[config.mk]
export PLATFORM = sky130hd
export DESIGN_NAME = otter_fetch_queue
export DESIGN_NICKNAME = d
export VERILOG_FILES = /design/src/rtl/otter_fetch_queue.sv
export SDC_FILE = /design/constraint.sdc
export NUM_CORES = 1
export LEC_CHECK = 0
export CAP_MARGIN = 20
export CORE_MARGIN = 5
export CORE_UTILIZATION = 45
export DETAILED_ROUTE_END_ITERATION = 8
export PLACE_DENSITY = 0.79
export SYNTH_ARGS = -nofsm -noshare
export SYNTH_HDL_FRONTEND = slang
export SYNTH_SLANG_ARGS = --single-unit
[constraint.sdc]
create_clock -name CLK -period 3.1 [get_ports CLK]
set_clock_uncertainty 0.05 [all_clocks]
set_input_delay 0.31 -clock CLK [delete_from_list [all_inputs] [get_ports CLK]]
set_output_delay 0.31 -clock CLK [all_outputs]
set_load 0.005 [all_outputs]
[src/rtl/otter_fetch_queue.sv]
// ============================================================================
// otter_fetch_queue
// ----------------------------------------------------------------------------
// Instruction prefetch stage in front of the OTTER IF/DE pipeline register.
// It owns the fetch PC, issues one word read per cycle on the instruction
// port of Memory (1-cycle synchronous read), buffers the returned words
// together with their PC in a small circular queue, and hands the head
// entry to decode over a valid/ready handshake. A redirect from execute
// (taken branch/jump) flushes the queue and drops any read still in flight.
//
// Parameters
//   DEPTH     queue entries; power of 2, >= 2
//   RESET_PC  fetch PC loaded by reset
//
// Ports
//   CLK          in   1   clock, all state changes on the rising edge
//   RST          in   1   synchronous active-high reset
//   FETCH_REQ    out  1   read issued this cycle on the instruction port
//   FETCH_ADDR   out  32  byte address of the read, word aligned
//   FETCH_DATA   in   32  instruction word, valid the cycle after FETCH_REQ
//   REDIRECT     in   1   flush queue and restart fetch at REDIRECT_PC
//   REDIRECT_PC  in   32  new fetch target, low two bits ignored
//   OUT_VALID    out  1   head entry valid
//   OUT_READY    in   1   decode accepts the head entry
//   OUT_IR       out  32  head instruction, NOP (0x13) when empty
//   OUT_PC       out  32  head PC, 0 when empty
//   OUT_PC_INC   out  32  head PC + 4, 0 when empty
//   COUNT        out  $clog2(DEPTH)+1  current queue occupancy
//
// Optional build macro
//   FETCH_QUEUE_PERF_EN  adds saturating 16-bit performance counters
//     FLUSH_CNT  out 16  cycles with REDIRECT asserted
//     EMPTY_CNT  out 16  cycles where decode was ready but the queue empty
// ============================================================================

module otter_fetch_queue #(
    parameter int unsigned DEPTH    = 4,
    parameter logic [31:0] RESET_PC = 32'h0000_0000
) (
    input  logic                    CLK,
    input  logic                    RST,
    output logic                    FETCH_REQ,
    output logic [31:0]             FETCH_ADDR,
    input  logic [31:0]             FETCH_DATA,
    input  logic                    REDIRECT,
    input  logic [31:0]             REDIRECT_PC,
    output logic                    OUT_VALID,
    input  logic                    OUT_READY,
    output logic [31:0]             OUT_IR,
    output logic [31:0]             OUT_PC,
    output logic [31:0]             OUT_PC_INC,
    output logic [$clog2(DEPTH):0]  COUNT
`ifdef FETCH_QUEUE_PERF_EN
    ,
    output logic [15:0]             FLUSH_CNT,
    output logic [15:0]             EMPTY_CNT
`endif
);

    localparam int unsigned PTR_W = $clog2(DEPTH);
    localparam int unsigned CNT_W = PTR_W + 1;
    // One more bit than COUNT so count + inflight never wraps.
    localparam int unsigned OCC_W = CNT_W + 1;

    localparam logic [31:0]      NOP_IR    = 32'h0000_0013;
    localparam logic [OCC_W-1:0] DEPTH_OCC = OCC_W'(DEPTH);

    typedef struct packed {
        logic [31:0] pc;
        logic [31:0] ir;
    } entry_t;

    // ------------------------------------------------------------------
    // State
    // ------------------------------------------------------------------
    entry_t           queue_mem [DEPTH];
    logic [PTR_W-1:0] head_ptr;
    logic [PTR_W-1:0] tail_ptr;
    logic [CNT_W-1:0] count_q;

    logic [31:0]      fetch_pc;
    logic             inflight;      // a read was issued last cycle
    logic [31:0]      inflight_pc;   // PC of that read

    // ------------------------------------------------------------------
    // Handshake / issue decode
    // ------------------------------------------------------------------
    logic             pop;
    logic             push;
    logic             issue;
    logic [OCC_W-1:0] occ_after_pop;
    logic [31:0]      redirect_target;
    entry_t           head_entry;

    // NOTE: every signal driven in an always_comb gets a default on the first
    // lines of the block, so no path can leave it unassigned and infer a latch.
    always_comb begin
        pop             = 1'b0;
        push            = 1'b0;
        issue           = 1'b0;
        occ_after_pop   = '0;
        redirect_target = REDIRECT_PC & ~32'h0000_0003;

        pop = OUT_VALID & OUT_READY;

        // Returned word is only kept when nothing is flushing this cycle.
        push = inflight & ~REDIRECT & ~RST;

        // Slots already claimed: stored entries plus the read in flight,
        // minus the entry decode takes this cycle. Issuing only when this
        // is below DEPTH means the push one cycle later always has room,
        // while a pop in the same cycle keeps a full queue streaming.
        occ_after_pop = {1'b0, count_q} + OCC_W'(inflight) - OCC_W'(pop);
        issue         = ~RST & ~REDIRECT & (occ_after_pop < DEPTH_OCC);
    end

    assign head_entry = queue_mem[head_ptr];

    // ------------------------------------------------------------------
    // Outputs
    // ------------------------------------------------------------------
    assign FETCH_REQ  = issue;
    assign FETCH_ADDR = fetch_pc;
    assign COUNT      = count_q;
    assign OUT_VALID  = (count_q != '0);
    assign OUT_IR     = OUT_VALID ? head_entry.ir        : NOP_IR;
    assign OUT_PC     = OUT_VALID ? head_entry.pc        : 32'h0;
    assign OUT_PC_INC = OUT_VALID ? head_entry.pc + 32'd4 : 32'h0;

    // ------------------------------------------------------------------
    // Queue storage
    // ------------------------------------------------------------------
    // NOTE: the entry array has no reset; validity is carried by count and
    // the pointers, so leaving it out lets the array map onto plain storage.
    always_ff @(posedge CLK) begin
        if (push) begin
            queue_mem[tail_ptr] <= '{pc: inflight_pc, ir: FETCH_DATA};
        end
    end

    // ------------------------------------------------------------------
    // Pointers and occupancy
    // ------------------------------------------------------------------
    // NOTE: sequential state is assigned with non-blocking (<=) so every
    // register samples pre-edge values regardless of statement order.
    always_ff @(posedge CLK) begin
        if (RST) begin
            head_ptr <= '0;
            tail_ptr <= '0;
            count_q  <= '0;
        end else if (REDIRECT) begin
            // Flush wins over any push or pop in the same cycle.
            head_ptr <= '0;
            tail_ptr <= '0;
            count_q  <= '0;
        end else begin
            if (pop) begin
                head_ptr <= head_ptr + PTR_W'(1);
            end
            if (push) begin
                tail_ptr <= tail_ptr + PTR_W'(1);
            end
            case ({push, pop})
                2'b10:   count_q <= count_q + CNT_W'(1);
                2'b01:   count_q <= count_q - CNT_W'(1);
                default: count_q <= count_q;
            endcase
        end
    end

    // ------------------------------------------------------------------
    // Fetch PC and in-flight read tracking
    // ------------------------------------------------------------------
    always_ff @(posedge CLK) begin
        if (RST) begin
            fetch_pc    <= RESET_PC;
            inflight    <= 1'b0;
            inflight_pc <= 32'h0;
        end else if (REDIRECT) begin
            // The read returning next cycle belongs to the old stream.
            fetch_pc    <= redirect_target;
            inflight    <= 1'b0;
            inflight_pc <= inflight_pc;
        end else if (issue) begin
            fetch_pc    <= fetch_pc + 32'd4;   // wraps past 0xFFFF_FFFC
            inflight    <= 1'b1;
            inflight_pc <= fetch_pc;
        end else begin
            inflight    <= 1'b0;
        end
    end

`ifdef FETCH_QUEUE_PERF_EN
    // ------------------------------------------------------------------
    // Performance counters, saturating at all ones
    // ------------------------------------------------------------------
    logic [15:0] flush_cnt;
    logic [15:0] empty_cnt;

    always_ff @(posedge CLK) begin
        if (RST) begin
            flush_cnt <= '0;
            empty_cnt <= '0;
        end else begin
            if (REDIRECT && (flush_cnt != 16'hFFFF)) begin
                flush_cnt <= flush_cnt + 16'd1;
            end
            if (!OUT_VALID && OUT_READY && (empty_cnt != 16'hFFFF)) begin
                empty_cnt <= empty_cnt + 16'd1;
            end
        end
    end

    assign FLUSH_CNT = flush_cnt;
    assign EMPTY_CNT = empty_cnt;
`endif

endmodule
==> metrics.txt, run 1 <==
multi-input logic area=4520 µm²; slowest CP cell=or4b_4; CTS root buffer=clkbuf_16; syn avg cell area=14.5 µm²; IO Count=201; max cap viols=0; CTS Sinks=318; Core Util, Final=0.609; Worst-Margin Slew=0.735 ns; Synth async-reset ratio=0; Synth cell types=52; crit path time final=3.33 ns; Mapped Area=13,500 µm²; total number of vias=8,599; CP max FO=6; Setup crit start kind=flip-flop; post-detail-place hpwl=19,000 µm; cell taking the most area after synthesis=edfxtp_1; Register-to-Register Path Depth=14; drt first pass iters=5; die area=33,600 µm²; WHS Endpoint=FETCH_ADDR[5]$_SDFFE_PP0P_; Starting Density=0.455; switching share of power=0.201; initial antenna violation count=0; Relative slew margins=0.510; Synth area leaders=edfxtp_1 (55%), dfxtp_1 (10%), mux4_2 (10%); Seq/Total Area, Yosys=0.655; WP data arrival=2.97 ns; FMAX=300 MHz; Setup WS post-layout=-0.232 ns; vias in the first global route=8,653; Initial DRC Count=715; Ys Warns=0; H-tree depth=1; Mapped Cells=933; Setup violations, final=16; post-synth top area share=0.552; Worst R2R Setup Slack=0.11 ns; reg2reg start=COUNT[0]$_SDFFE_PP0P_; pwr dens=487 nW/µm²; CTS Buffer Depth=3; Cell Rows=63; worst-skew pair later-pin latency=0.55 ns; Top FF cell, synth=edfxtp_1; share of cells above drive strength 1=0.245; Core Area=29,600 µm²; Routed WL=30,600 µm; drt wl/cell=18.8 µm; pin count of the biggest net entering global routing=94; RSZ-0062 raised after global routing=yes; Leak=0.00674 µW; WP data required=2.74 ns; crit path kind=flip-flop to output pin; reg2reg end=FETCH_ADDR[25]$_SDFFE_PP0P_; Pins Over Slew Limit=0; die width=183 µm; hold path start=REDIRECT_PC[5]; Hold Path Depth=3; clock share of power=0.417; antenna-violating nets left=0; Post-synth EDFFs=248; outcome=complete, but fails checks; Port Buffers=192; combinational share of power=0.048; switching power=1770 µW; endpoints failing hold=0; most frequent cells in the layout=edfxtp_1 (248), clkdlybuf4s50_1 (130), buf_4 (77); DRC Markers=0; failing checks=negative setup slack; GPL Wtd Cong=0.774; Clk pin slew, worst setup/hold paths=0.06 ns; gr usage total=0.176; internal power=7030 µW; most common cell after layout, fill and taps aside=edfxtp_1; Layout Nets=1,297; worst hold path type=primary input to flip-flop; sequential power share=0.535; Synth Register Bits=318; DR vias/cell=5.27; Setup TNS=-1.43 ns; Fillers=2,184; VDD IR-drop max=0.396 mV; CP Capture Type=output pin; max incr delay on CP=0.46 ns; first-pass GRT wire length=47,400 µm; Num CTS Buffers=31; fin crit share=1.07; Die Y=183 µm; flip-flop and latch area=8850 µm²; CTS tree=built; total congestion overflow=0; Layout area overhead=33.8%; # diodes=0; crit-path cells=buf_12 -> mux4_2 -> nand4_4 -> nor4_4 -> buf_4 -> or4b_4 -> xor2_1 -> nor2_1 -> buf_2
-- registers in the layout, indices dropped and copies added, names as in the netlist, named ones only --
name / count
head_ptr: 2
COUNT: 3
queue_mem: 248
inflight_pc: 30
FETCH_ADDR: 30
inflight: 1
tail_ptr: 2
-- cell families (layout without fill, tap and decap cells) --
group,count (synthesis),after routing,synth area share
AO/OA/AOI/OAI,99,99,0.0434
XOR/XNOR,56,56,0.0363
adder cells (fa/ha/maj),11,11,0.0108
buffers and inverters,97,402,0.0336
flip-flops,318,318,0.655
multiplexers,66,66,0.107
other,1,6,0.000278
AND/OR/NAND/NOR,285,285,0.113
-- area by class of cell --
type / instances / share of cell area
Sequential cell: 318 / 0.490
Multi-Input combinational cell: 523 / 0.250
Timing Repair Buffer: 305 / 0.169
Clock buffer: 42 / 0.0469
Tap cell: 390 / 0.0270
Clock inverter: 16 / 0.00859
Inverter: 39 / 0.00811
-- cells in the mapped netlist (3+ instances only) --
cell type	number
mux2i_1	3
nor4b_1	3
o21a_1	25
and2_1	6
nor4_1	10
nor3_1	9
inv_1	38
a21oi_1	60
clkbuf_1	34
and3_1	13
nor2_1	43
or3_1	4
nor2b_1	64
ha_1	10
nand3_1	19
o31a_1	3
xnor2_1	25
o21ai_0	5
buf_4	8
xor2_1	31
dfxtp_1	70
or2_2	6
nand4_1	17
buf_1	5
buf_2	7
mux4_2	60
nand2_1	78
edfxtp_1	248
-- layer usage --
layer,track usage,up-vias,wire length (µm)
met4,0.0426,0,606
met3,0.0301,46,2270
met2,0.282,357,14100
met1,0.254,4190,13600
met5,0,-,0
li1,-,4006,-
-- worst max-delay path by stage --
| stage | startpoint | to | slack (ns) | cells after the start |
|---|---|---|---|---|
| after global routing | flip-flop | OUT_PC_INC[29] | -0.32 | 9 |
| after floorplan | COUNT[2]$_SDFFE_PP0P_ | FETCH_ADDR[25]$_SDFFE_PP0P_ | 0.09 | 12 |
| after detailed placement | OUT_READY | FETCH_ADDR[25]$_SDFFE_PP0P_ | -0.11 | 13 |
| final | flip-flop | OUT_PC_INC[29] | -0.23 | 9 |
| after global placement | OUT_READY | FETCH_REQ | -0.006 | 11 |
| after CTS | flip-flop | OUT_PC_INC[29] | -0.23 | 9 |
-- timing repair --
item                                   4_1_cts  5_1_grt
endpoints found under the hold margin        0        0
cloned                                       1        0
pin swaps                                   16       25
hold buffers                                 0        0
resized for setup                          133       83
setup endpoints to repair                   63       65
buffers inserted                            34       15
-- per-stage QoR --
stage	instances	setup WS [ns]	cell area [µm²]	total power [µW]	hold WS (ns)
after global routing	1633	-0.321	18100	9100	0.281
final	1633	-0.232	18100	8800	0.312
after floorplan	938	0.0884	13500	4960	0.359
after global placement	1528	-0.00622	16300	5190	0.427
after CTS	1619	-0.234	17700	8870	0.284
after detailed placement	1528	-0.114	16300	5200	0.445
-- power by group through the flow --
stage               Sequential, µW  Combinational, µW  Clock [µW]
floorplan                     4770                184           0
global placement              4790                398           0
detailed placement            4790                406           0
CTS                           4700                418        3750
global route                  4710                460        3930
finish                        4710                422        3670
-- critical path: cells and delay by family (launching register included) --
family / cells / cell delay [ns]
XOR/XNOR: 1 / 0.15
buffers and inverters: 3 / 0.47
flip-flops: 1 / 0.40
multiplexers: 1 / 0.38
AND/OR/NAND/NOR: 4 / 1.00
Power figures use the tool's default switching activity.
==> inputs of run 2 (changes only) <==
- PLACE_DENSITY: 0.79 -> 0.8
==> run 2 against run 1 <==
The flow still finishes with violations (negative setup slack). Count of clock-buffer cells in the layout down 3. Critical path type unchanged. Fmax up 0.52%. Utilization decreased by 1.1 points. Non-clock buffer count down 14. Cell count down 1.0%. Global-route usage up 0.21 points. Critical endpoint unchanged. Register-to-register slack barely moved. Wire length is 0.83% higher. Critical path depth is the same.
==> metrics.txt, run 2 (synthesized netlist as in run 1, its figures left out) <==
outcome=complete, but fails checks; failing checks=negative setup slack; most common cell after layout, fill and taps aside=edfxtp_1; slowest CP cell=or4b_4; Die Y=183 µm; crit path time final=3.31 ns; drt wl/cell=19.1 µm; crit path kind=flip-flop to output pin; endpoints failing hold=0; first-pass GRT wire length=47,700 µm; register bank with the most flops=queue_mem; drt first pass iters=5; Core Area=29,600 µm²; share of cells above drive strength 1=0.230; Clk pin slew, worst setup/hold paths=0.06 ns; CP max FO=7; die area=33,600 µm²; placed inst area=16,300 µm²; Non-Filler Instances=1,616; post-detail-place hpwl=19,800 µm; Worst-Margin Slew=0.701 ns; die width=183 µm; Setup WS post-layout=-0.214 ns; max incr delay on CP=0.48 ns; Layout area overhead=31.2%; Cell Rows=63; CP Capture Type=output pin; DP Worst Slack=-0.0668 ns; RSZ-0062 raised after global routing=yes; WP data arrival=2.95 ns; max reg flops=248; pin count of the biggest net entering global routing=94; total congestion overflow=0; Setup TNS=-1.68 ns; total number of vias=8,542; VDD IR-drop max=0.440 mV; Setup crit start kind=flip-flop; Layout Nets=1,283; Setup violations, final=16; Fillers=2,238; Routed WL=30,900 µm; Initial DRC Count=591; Num CTS Buffers=31; # diodes=0; CTS tree=built; Hold Path Depth=3; Power, Total=8800 µW; cell area after layout=17,700 µm²; DRC Markers=0; antenna-violating nets left=0; worst hold path type=primary input to flip-flop; fin crit share=1.07; Register-to-Register Path Depth=14; most frequent cells in the layout=edfxtp_1 (248), clkdlybuf4s50_1 (117), nand2_1 (78); worst-skew pair later-pin latency=0.55 ns; max cap viols=0; GPL Wtd Cong=0.781; Pins Over Slew Limit=0; FMAX=302 MHz; Relative slew margins=0.532; initial antenna violation count=0; most used cell, CP=buf_4; Port Buffers=192; crit-path cells=buf_4 -> mux4_2 -> nand3_2 -> nor4_4 -> buf_4 -> or4b_4 -> xor2_2 -> nor2_1 -> buf_2; vias in the first global route=8,696; pwr dens=497 nW/µm²; CTS Sinks=318; IO Count=201; Starting Density=0.455; CTS Buffer Depth=3; DR vias/cell=5.29; WP data required=2.74 ns; CTS root buffer=clkbuf_16; Leak=0.00632 µW; dpl cells=1,536; H-tree depth=1; gr usage total=0.178
## run 2: cell type report
cell class | instances | area (µm²) | share of cell area
clock buffers | 39 | 806 | 0.0455
repair buffers | 291 | 2770 | 0.156
well taps | 390 | 488 | 0.0275
flip-flops and latches | 318 | 8860 | 0.500
clock inverters | 16 | 188 | 0.0106
inverters | 39 | 146 | 0.00826
multi-input cells | 523 | 4460 | 0.252
## run 2: repair_timing
| action | in CTS | in global routing |
|---|---|---|
| pin swaps | 21 | 10 |
| setup endpoints to repair | 73 | 50 |
| hold endpoints to repair | 0 | 0 |
| hold buffers | 0 | 0 |
| resized for setup | 179 | 34 |
| cloned | 1 | 1 |
| setup buffers | 16 | 7 |
## run 2: report_power, final
part / total [µW] / internal, µW / leakage [µW] / switching, µW
Sequential: 4700 / 4640 / 0.00281 / 68.9
Clock: 3680 / 2170 / 0.000481 / 1520
Combinational: 416 / 230 / 0.00302 / 186
Total: 8800 / 7030 / 0.00632 / 1770
## run 2: per-layer routing
layer,track usage,wire length [µm],part of all wire,up-vias
met1,0.252,13700,0.44,4222
met3,0.0343,2020,0.065,38
li1,-,-,-,3975
met2,0.292,14600,0.47,307
met4,0.0346,494,0.016,0
met5,0,0,0,-
## run 2: per-stage QoR
step	utilization	hold WS (ns)
2_1_floorplan	-	0.359
3_3_place_gp	0.549	0.427
3_5_place_dp	0.549	0.441
4_1_cts	0.593	0.293
5_1_grt	0.598	0.327
6_report	0.598	0.327
## run 2: critical path: cells and delay by family, from the launching register on
kind / cells / cell delay (ns)
XOR/XNOR: 1 / 0.16
multiplexers: 1 / 0.44
buffers and inverters: 3 / 0.45
flip-flops: 1 / 0.39
AND/OR/NAND/NOR: 4 / 0.95
## run 2: final timing paths
| path | start | end | slack (ns) |
|---|---|---|---|
| worst max-delay path | flip-flop | OUT_PC_INC[29] | -0.21 |
| worst min register to register | inflight_pc[27]$_SDFFE_PP0P_ | inflight_pc[27]$_SDFFE_PP0P_ | 0.45 |
| worst min-delay path | RST | FETCH_ADDR[2]$_SDFFE_PP0P_ | 0.33 |
| worst max register to register | COUNT[1]$_SDFFE_PP0P_ | FETCH_ADDR[30]$_SDFFE_PP0P_ | 0.11 |
